**src/rtl/roulette_pkg.sv**
```systemverilog
// Shared roulette constants: scan codes, bet opcodes, ledger state encoding.
package roulette_pkg;

  localparam int unsigned BET_W = 8;

  localparam logic [5:0] OPC_SPIN = 6'h3E;
  localparam logic [5:0] OPC_NONE = 6'h3F;

  localparam logic [7:0] SC_BREAK = 8'hF0;
  localparam logic [7:0] SC_EXT   = 8'hE0;

  localparam logic [0:0] LEDGER_OPEN   = 1'b0;
  localparam logic [0:0] LEDGER_LOCKED = 1'b1;

  // Slot layout: chip colour low bits above the opcode.
  function automatic logic [BET_W-1:0] pack_bet(logic [1:0] color, logic [5:0] opcode);
    return {color, opcode};
  endfunction

endpackage

```
**src/rtl/bet_ledger_if.sv**
```systemverilog
// Bet ledger bus: keyboard/Arduino inputs in, ledger contents and status out.
interface bet_ledger_if #(
  parameter int unsigned NUM_SLOTS = 12,
  parameter int unsigned CNT_W     = 4
);
  import roulette_pkg::*;

  logic                         rx_valid;
  logic [7:0]                   rx_byte;
  logic [5:0]                   key_opcode;
  logic [2:0]                   chip_color;
  logic                         round_done;
  logic [BET_W*NUM_SLOTS-1:0]   bet_flat;
  logic [CNT_W-1:0]             bet_count;
  logic                         spin_check;
  logic                         spin_pulse;
  logic                         ledger_full;
  logic                         overflow;

  modport master (
    output rx_valid, rx_byte, key_opcode, chip_color, round_done,
    input  bet_flat, bet_count, spin_check, spin_pulse, ledger_full, overflow
  );

  modport slave (
    input  rx_valid, rx_byte, key_opcode, chip_color, round_done,
    output bet_flat, bet_count, spin_check, spin_pulse, ledger_full, overflow
  );

endinterface

```
**src/rtl/scan_make_filter.sv**
```systemverilog
// PS/2 byte parser: drops break/extended sequences and typematic repeats so that
// one physical keypress produces a single make_valid strobe.
module scan_make_filter
  import roulette_pkg::*;
(
  input  logic       clock,
  input  logic       reset_n,
  input  logic       rx_valid,
  input  logic [7:0] rx_byte,
  input  logic [5:0] key_opcode,
  output logic       make_valid,
  output logic [5:0] make_opcode
);

  logic       break_pend_q, break_pend_d;
  logic       ext_pend_q, ext_pend_d;
  logic [7:0] last_make_q, last_make_d;

  assign make_opcode = key_opcode;

  // Classify the incoming byte against the pending prefix flags.
  always_comb begin
    break_pend_d = break_pend_q;
    ext_pend_d   = ext_pend_q;
    last_make_d  = last_make_q;
    make_valid   = 1'b0;
    if (rx_valid) begin
      if (rx_byte == SC_BREAK) begin
        break_pend_d = 1'b1;
      end else if (rx_byte == SC_EXT) begin
        ext_pend_d = 1'b1;
      end else if (break_pend_q) begin
        // Key release: re-arm the key so the next press counts again.
        break_pend_d = 1'b0;
        ext_pend_d   = 1'b0;
        if (rx_byte == last_make_q) last_make_d = 8'h00;
      end else if (ext_pend_q) begin
        ext_pend_d = 1'b0;
      end else if (rx_byte != last_make_q) begin
        last_make_d = rx_byte;
        make_valid  = 1'b1;
      end
    end
  end

  // Parser state registers.
  always_ff @(posedge clock or negedge reset_n) begin
    if (!reset_n) begin
      break_pend_q <= 1'b0;
      ext_pend_q   <= 1'b0;
      last_make_q  <= 8'h00;
    end else begin
      break_pend_q <= break_pend_d;
      ext_pend_q   <= ext_pend_d;
      last_make_q  <= last_make_d;
    end
  end

endmodule

```
**src/rtl/bet_ledger.sv**
```systemverilog
// Bet ledger: stores filtered bets in order, locks on spin until round_done.
module bet_ledger
  import roulette_pkg::*;
#(
  parameter int unsigned NUM_SLOTS = 12,
  parameter int unsigned CNT_W     = 4
) (
  input  logic         clock,
  input  logic         reset_n,
  bet_ledger_if.slave  bus
);

  logic                             make_valid;
  logic [5:0]                       make_opcode;
  logic [0:0]                       state_q, state_d;
  logic [NUM_SLOTS-1:0][BET_W-1:0]  slot_q, slot_d;
  logic [CNT_W-1:0]                 count_q, count_d;
  logic                             overflow_q, overflow_d;
  logic                             pulse_q, pulse_d;
  logic                             full;

  scan_make_filter u_filter (
    .clock       (clock),
    .reset_n     (reset_n),
    .rx_valid    (bus.rx_valid),
    .rx_byte     (bus.rx_byte),
    .key_opcode  (bus.key_opcode),
    .make_valid  (make_valid),
    .make_opcode (make_opcode)
  );

  assign full            = (count_q == CNT_W'(NUM_SLOTS));
  assign bus.bet_flat    = slot_q;
  assign bus.bet_count   = count_q;
  assign bus.spin_check  = (state_q == LEDGER_LOCKED);
  assign bus.spin_pulse  = pulse_q;
  assign bus.ledger_full = full;
  assign bus.overflow    = overflow_q;

  // Ledger FSM: append bets while open, freeze while locked, clear on round_done.
  always_comb begin
    state_d    = state_q;
    slot_d     = slot_q;
    count_d    = count_q;
    overflow_d = overflow_q;
    pulse_d    = 1'b0;
    if (state_q == LEDGER_LOCKED) begin
      // round_done takes priority over any byte arriving in the same cycle.
      if (bus.round_done) begin
        state_d    = LEDGER_OPEN;
        slot_d     = '0;
        count_d    = '0;
        overflow_d = 1'b0;
      end
    end else if (make_valid) begin
      if (make_opcode == OPC_SPIN) begin
        if (count_q != '0) begin
          state_d = LEDGER_LOCKED;
          pulse_d = 1'b1;
        end
      end else if (make_opcode != OPC_NONE && bus.chip_color != 3'b000) begin
        if (!full) begin
          for (int i = 0; i < NUM_SLOTS; i++) begin
            if (CNT_W'(i) == count_q) slot_d[i] = pack_bet(bus.chip_color[1:0], make_opcode);
          end
          count_d = count_q + 1'b1;
        end else begin
          overflow_d = 1'b1;
        end
      end
    end
  end

  // Ledger state registers.
  always_ff @(posedge clock or negedge reset_n) begin
    if (!reset_n) begin
      state_q    <= LEDGER_OPEN;
      slot_q     <= '0;
      count_q    <= '0;
      overflow_q <= 1'b0;
      pulse_q    <= 1'b0;
    end else begin
      state_q    <= state_d;
      slot_q     <= slot_d;
      count_q    <= count_d;
      overflow_q <= overflow_d;
      pulse_q    <= pulse_d;
    end
  end

endmodule

```
**src/flat_wrapper.sv**
```systemverilog
// flat-port wrapper written by rule: the top's interface ports become plain ports
module bet_ledger_flat import roulette_pkg::*;
#(
  parameter int unsigned NUM_SLOTS = 12,
  parameter int unsigned CNT_W     = 4
)
  (clock, reset_n, bus_rx_valid, bus_rx_byte, bus_key_opcode, bus_chip_color, bus_round_done, bus_bet_flat, bus_bet_count, bus_spin_check, bus_spin_pulse, bus_ledger_full, bus_overflow);
  bet_ledger_if #(.NUM_SLOTS(NUM_SLOTS), .CNT_W(CNT_W)) bus_i ();
  input  logic clock;
  input  logic reset_n;
  input wire logic [$bits(bus_i.rx_valid)-1:0] bus_rx_valid;
  input wire logic [$bits(bus_i.rx_byte)-1:0] bus_rx_byte;
  input wire logic [$bits(bus_i.key_opcode)-1:0] bus_key_opcode;
  input wire logic [$bits(bus_i.chip_color)-1:0] bus_chip_color;
  input wire logic [$bits(bus_i.round_done)-1:0] bus_round_done;
  output wire logic [$bits(bus_i.bet_flat)-1:0] bus_bet_flat;
  output wire logic [$bits(bus_i.bet_count)-1:0] bus_bet_count;
  output wire logic [$bits(bus_i.spin_check)-1:0] bus_spin_check;
  output wire logic [$bits(bus_i.spin_pulse)-1:0] bus_spin_pulse;
  output wire logic [$bits(bus_i.ledger_full)-1:0] bus_ledger_full;
  output wire logic [$bits(bus_i.overflow)-1:0] bus_overflow;
  assign bus_i.rx_valid = bus_rx_valid;
  assign bus_i.rx_byte = bus_rx_byte;
  assign bus_i.key_opcode = bus_key_opcode;
  assign bus_i.chip_color = bus_chip_color;
  assign bus_i.round_done = bus_round_done;
  assign bus_bet_flat = bus_i.bet_flat;
  assign bus_bet_count = bus_i.bet_count;
  assign bus_spin_check = bus_i.spin_check;
  assign bus_spin_pulse = bus_i.spin_pulse;
  assign bus_ledger_full = bus_i.ledger_full;
  assign bus_overflow = bus_i.overflow;
  bet_ledger #(.NUM_SLOTS(NUM_SLOTS), .CNT_W(CNT_W)) u_core (.clock(clock), .reset_n(reset_n), .bus(bus_i));
endmodule
```
**config.mk**
```make
export PLATFORM = sky130hd
export DESIGN_NAME = bet_ledger_flat
export DESIGN_NICKNAME = d
export VERILOG_FILES = /design/src/rtl/roulette_pkg.sv /design/src/rtl/bet_ledger_if.sv /design/src/rtl/scan_make_filter.sv /design/src/rtl/bet_ledger.sv /design/src/flat_wrapper.sv
export SDC_FILE = /design/constraint.sdc
export NUM_CORES = 1
export LEC_CHECK = 0
export BUFFER_PORTS_ARGS = -buffer_cell sky130_fd_sc_hd__buf_2
export CAP_MARGIN = 20
export CORE_MARGIN = 5
export CORE_UTILIZATION = 54
export CTS_CLUSTER_SIZE = 40
export DETAILED_ROUTE_END_ITERATION = 10
export GPL_TIMING_DRIVEN = 0
export PLACE_DENSITY = 0.8
export SLEW_MARGIN = 30
export SYNTH_ARGS = -nofsm -noshare
export SYNTH_HDL_FRONTEND = slang
export SYNTH_HIERARCHICAL = 1
export SYNTH_SLANG_ARGS = --single-unit
```
**constraint.sdc**
```tcl
create_clock -name clock -period 2.42 [get_ports clock]
set_input_delay 0.242 -clock clock [delete_from_list [all_inputs] [get_ports clock]]
set_output_delay 0.242 -clock clock [all_outputs]
set_load 0.05 [all_outputs]
```
## Yosys cells after proc, flatten, opt, wreduce, memory -nomap -nowiden

Index checks and enable logic that the tools add are counted.

| word-level totals | value |
|---|---|
| bits of input ports | 21 |
| output and inout bits | 104 |
| ROM bits | 0 |
| flip-flop bits (word level) | 113 |
| latch bits | 0 |
| memories kept | 0 |
| word-level logic and storage cells | 132 |
| bits in writable memories | 0 |

| cells by class | value |
|---|---|
| divide/modulo/power cells | 0 |
| equality and inequality tests | 24 |
| multipliers | 0 |
| bitwise logic cells | 2 |
| shift-type cells | 0 |
| order comparisons | 0 |
| add/sub/neg operators | 1 |
| reductions and logical operators | 37 |
| mux-type cells | 49 |

Operators by type and width:

| kind | count |
|---|---|
| $mux 96 | 6 |
| $mux 8 | 16 |
| $reduce_and 6->1 | 13 |
| $reduce_bool 2->1 | 16 |
| $mux 4 | 6 |
| $mux 1 | 21 |
| $eq 3x4->1 const A | 4 |
| $eq 4x4->1 const A | 4 |
| $eq 8x8->1 const B | 2 |
| $reduce_and 5->1 | 2 |
| $eq 2x4->1 const A | 2 |
| $eq 8x8->1 | 1 |
| $ne 8x8->1 | 1 |
| $eq 6x6->1 const B | 1 |
| $ne 2x1->1 const B | 3 |
| $ne 2x2->1 const B | 3 |
| $ne 6x6->1 const B | 1 |
| $add 4x1->4 const B | 1 |
| $eq 1x4->1 const A | 1 |
| $eq 4x4->1 const B | 1 |
| $logic_not 4->1 | 1 |
| $reduce_and 2->1 | 2 |
| $reduce_bool 4->1 | 1 |
| $reduce_bool 3->1 | 1 |
| other kinds (2) | 3 |

## Longest topological paths before layout

| logic depth | value |
|---|---|
| depth in word-level cells | 9 |
| depth in mapped cells | 11 |
| mapped depth without buffers | 8 |

## Cells and area by module

Netlist, hierarchy kept.

Modules (own cells, without submodules):

| module | seq. area each (um^2) | instances | cells an instance | area each (um^2) |
|---|---|---|---|---|
| bet_ledger | 2577.5 | 1 | 375 | 4544.4 |
| scan_make_filter | 250.2 | 1 | 58 | 625.6 |

## Worst setup path after synthesis

Ideal clock, no wire load.

| path | value |
|---|---|
| path type | input -> register |
| from | input bus_rx_byte[0] |
| to | register u_core.slot_q, in the netlist u_core/bus.bet_flat[19] |
| setup time | 0.137 ns |
| setup slack | 0.113 ns |
| stages | 10 |
| buffers on the path | 2 |
| arrival time | 2.170 ns |
| required time | 2.283 ns |
| cell sequence | and4bb_1 > a31oi_4 > nor3b_4 > nor2b_1 > o31a_1 > o21a_1 > buf_4 > buf_6 > nand4_4 > mux2i_1 |

| on the way | value |
|---|---|
| word-level cells in the longest chain between the ends | 9 |
| elaborated cells between the ends (all ways) | 11 |
| those cells by class | 3 x eq/ne; 6 x mux; 2 x reduce/logical |

Ends and longest elaborated chain:

| item | line | text |
|---|---|---|
| from (decl) | flat_wrapper.sv:12 | `input wire logic [$bits(bus_i.rx_byte)-1:0] bus_rx_byte;` |
| $ne 8x8->1 | scan_make_filter.sv:39 | `end else if (rx_byte != last_make_q) begin` |
| $mux 1 | scan_make_filter.sv:39 |  |
| $mux 1 | scan_make_filter.sv:37 | `end else if (ext_pend_q) begin` |
| $mux 1 | scan_make_filter.sv:32 | `end else if (break_pend_q) begin` |
| $mux 1 | scan_make_filter.sv:30 | `end else if (rx_byte == SC_EXT) begin` |
| $mux 1 * | scan_make_filter.sv:28 | `if (rx_byte == SC_BREAK) begin` |
| $mux 1 * | scan_make_filter.sv:27 | `if (rx_valid) begin` |
| net u_core.make_valid | bet_ledger.sv:13 | `logic make_valid;` |
| $reduce_bool 2->1 (no source line) * | n/a |  |
| $reduce_and 6->1 (no source line) * | n/a |  |
| to (signal assigned) | bet_ledger.sv:84 | `slot_q <= slot_d;` |
| to (decl) | bet_ledger.sv:16 | `logic [NUM_SLOTS-1:0][BET_W-1:0] slot_q, slot_d;` |

The timed path passes the listed nets; every way through them passes the cells marked *.
A chain may end at the register's enable or synchronous reset.

## Final worst setup path

| path | value |
|---|---|
| from | register u_core.u_filter.last_make_q[3] |
| to | register u_core.slot_q, in the netlist u_core/bus.bet_flat[2] |

| on the way | value |
|---|---|
| word-level cells in the longest chain between the ends | 9 |

Ends and longest elaborated chain:

| item | line | text |
|---|---|---|
| from (decl) | scan_make_filter.sv:17 | `logic [7:0] last_make_q, last_make_d;` |
| from (signal assigned) | scan_make_filter.sv:55 | `last_make_q <= last_make_d;` |
| $ne 8x8->1 | scan_make_filter.sv:39 |  |
| $mux 1 | scan_make_filter.sv:39 |  |
| $mux 1 | scan_make_filter.sv:37 |  |
| $mux 1 | scan_make_filter.sv:32 |  |
| $mux 1 | scan_make_filter.sv:30 |  |
| $mux 1 | scan_make_filter.sv:28 |  |
| $mux 1 | scan_make_filter.sv:27 |  |
| net u_core.make_valid | bet_ledger.sv:13 |  |
| $reduce_bool 2->1 (no source line) | n/a |  |
| $reduce_and 6->1 (no source line) | n/a |  |

The timed path passes the listed nets, and every way through them passes these cells.

==> out/metrics.yaml <==
status: "completed"
grt.total_usage: 0.254
layout_common_cells: "119 x buf_2, 113 x dfrtp_1, 111 x nand2_1"
cts.path.max_buffers: 2
die_h_um: 108
worstMarginPinSlew_ns: 0.804
synth_area_leaders: "dfrtp_1 55%, mux2i_1 19%, nand2_1 8.1%"
synth-main-ff-cell: "dfrtp_1"
die_width_um: 108
synth_fp_nets: 458
synth.avg_cell_area_um2: 11.9
period_needed_ns: 2.39
nFillCells: 633
portBuffers: 118
end_kind: "flip-flop"
synth_seq_cells: 113
layout_commonest_cell: "buf_2"
clkSinkCount: 113
gp_congestion: 0.844
grt.overflow.total: 0
core_mm2: 0.00928
crit_family: "simple AND/OR/NAND/NOR gates"
drc: 0
ys_types: 36
async_flop_share: 1.00
clockRootBuffer: "clkbuf_8"
ctsHtreeMaxLevel: 4
grt_pass1_wl_um: 22400
vias_per_cell: 5.44
slew_viol_final: 0
drtAntennaViolNets: 0
yosys_warnings: 6
dp_cells: 681
dp_hpwl_um: 9390
netlist.area_leader.share: 0.547
die_area_mm2: 0.0116
firstDrtPassIters: 4
start_util: 0.557
max_freq_mhz: 419
worstPathCellList: "xor2_1 > nor4_2 > and2_1 > buf_6 > nor2b_4 > o31a_1 > o21a_1 > buf_8 > buf_12 > nand4_4 > mux2i_2"
maxCapViolations: 0
drt_iter0_drc: 200
cp-start-kind: "flip-flop"
leakagePower_nw: 4.01
cp_num_buf_inv: 3
tns_ns: 0
grt_setup_unrepaired: "yes"
min_path_type: "in -> reg"
cp_slowest_cell: "dfrtp_1"
drt-total-wl_um: 14100
path_clk_slew_ns: 0.06
finClkSkew_ns: 0.00881
vias: 3943
antenna_found_initial: 0
synthToLayoutAreaGrowth_pct: 30.3
cts_made_buffers: 17
critPathMaxFanout: 8
worstSetupPathType: "reg -> reg"
synthCells: 433
slew_headroom: 0.464
synth_top_cell_by_area: "dfrtp_1"
cp.required_ns: 2.76
crit_arrival_ns: 2.73
clkLatencyLatePin_ns: 0.51
final_cells: 725
cp_slowest_stage_delay_ns: 0.42
setup_viol: 0
wire_per_inst_um: 19.4
fin_nets: 608
io_pins: 125
final_layout_size_suffix_gt1_frac: 0.324
ir_drop_mv: 1.03
ys_seq_area_frac: 0.547
grt_pass1_vias: 4157
hold_viol: 0
synth_area_mm2: 0.00517
power.density_mw_per_mm2: 1510
fin_crit_sh: 0.987
grt_max_degree: 64
cts_tree: "yes"
synth_edf_count: 0
num_antenna_cells: 0
row_count: 35
stage by stage:
| stage | instance area (um^2) | setup WS (ns) | hold slack [ns] | total power [mW] | utilization |
|---|---|---|---|---|---|
| final | 6740 | 0.0317 | 0.0198 | 10.2 | 0.726 |
| after detailed placement | 5960 | -0.437 | 0.270 | 7.54 | 0.642 |
| after CTS | 6670 | 0.0131 | 0.000669 | 10.2 | 0.718 |
| after global routing | 6740 | -0.0751 | 0.0304 | 10.6 | 0.726 |
| after global placement | 5920 | -0.363 | 0.454 | 7.41 | 0.638 |
| after floorplan | 5170 | 0.113 | -0.0536 | 6.40 | - |
power breakdown:
part           total, mW  leakage [nW]  internal [mW]  switching [mW]
clock               2.56         0.297           1.69           0.866
sequential          3.04          1.45           2.58           0.457
combinational       4.56          2.26           1.06            3.50
total               10.2          4.01           5.33            4.82
state kept, by name (all words and copies together), names as in the netlist:
signal                        count
u_core/u_filter/break_pend_q      1
u_core/u_filter/last_make_q       8
u_core/bus.spin_pulse             1
u_core/bus.bet_count              4
u_core/bus.overflow               1
u_core/bus.bet_flat              96
u_core/bus.spin_check             1
u_core/u_filter/ext_pend_q        1
Yosys cell counts, types with 4 or more instances:
master,count
dfrtp_1,113
nand2_1,111
mux2i_1,99
clkbuf_1,14
inv_1,10
nand4_4,10
a22oi_1,8
o2bb2ai_1,8
xor2_1,8
buf_4,7
nor2_1,6
ha_1,4
cell type report:
type,instances,area [um^2],area share
Sequential cell,113,2830,0.420
Multi-Input combinational cell,283,2170,0.323
Timing Repair Buffer,131,742,0.110
Clock buffer,18,428,0.0635
Clock inverter,14,189,0.0280
Buffer,26,174,0.0258
Tap cell,129,161,0.0240
Inverter,11,41.3,0.00613
timing repair:
item | in CTS | in global routing
resized for setup | 7 | 4
setup endpoints to repair | 55 | 56
buffers inserted | 1 | 5
hold buffers | 6 | 0
cloned | 0 | 0
hold endpoints to repair | 67 | 0
pin swaps | 0 | 5
worst paths after layout:
kind                                                       end                      startpoint  slack [ns]  cells after the start
worst max register to register          u_core/bus.bet_flat[2]  u_core/u_filter/last_make_q[3]        0.03                     11
worst max-delay path                    u_core/bus.bet_flat[2]  u_core/u_filter/last_make_q[3]        0.03                     11
worst min-delay path                u_core/u_filter/ext_pend_q                    bus_rx_valid        0.02                      3
min in group asynchronous       u_core/u_filter/last_make_q[1]                         reset_n        0.29                      2
max in group asynchronous              u_core/bus.bet_flat[63]                         reset_n        1.47                      3
worst min register to register         u_core/bus.bet_flat[56]         u_core/bus.bet_flat[56]        0.52                      2
kinds of logic after synthesis:
logic type	synth area share
multiplexers	0.192
AO/OA/AOI/OAI	0.0433
XOR/XNOR	0.0136
flip-flops	0.547
adder cells (fa/ha/maj)	0.00968
AND/OR/NAND/NOR	0.158
buffers and inverters	0.0373
layer usage:
metal,wire length [um],track usage,vias to the layer above
met4,327,0.0929,0
met5,0,0,-
li1,-,-,1795
met3,1000,0.0720,26
met2,7140,0.416,157
met1,5590,0.320,1965
tightest hold or removal path, stage by stage:
cell,delay [ns]
buf_2,0.09
a21oi_1,0.06
nor2_1,0.09
Power figures use the tool's default switching activity.
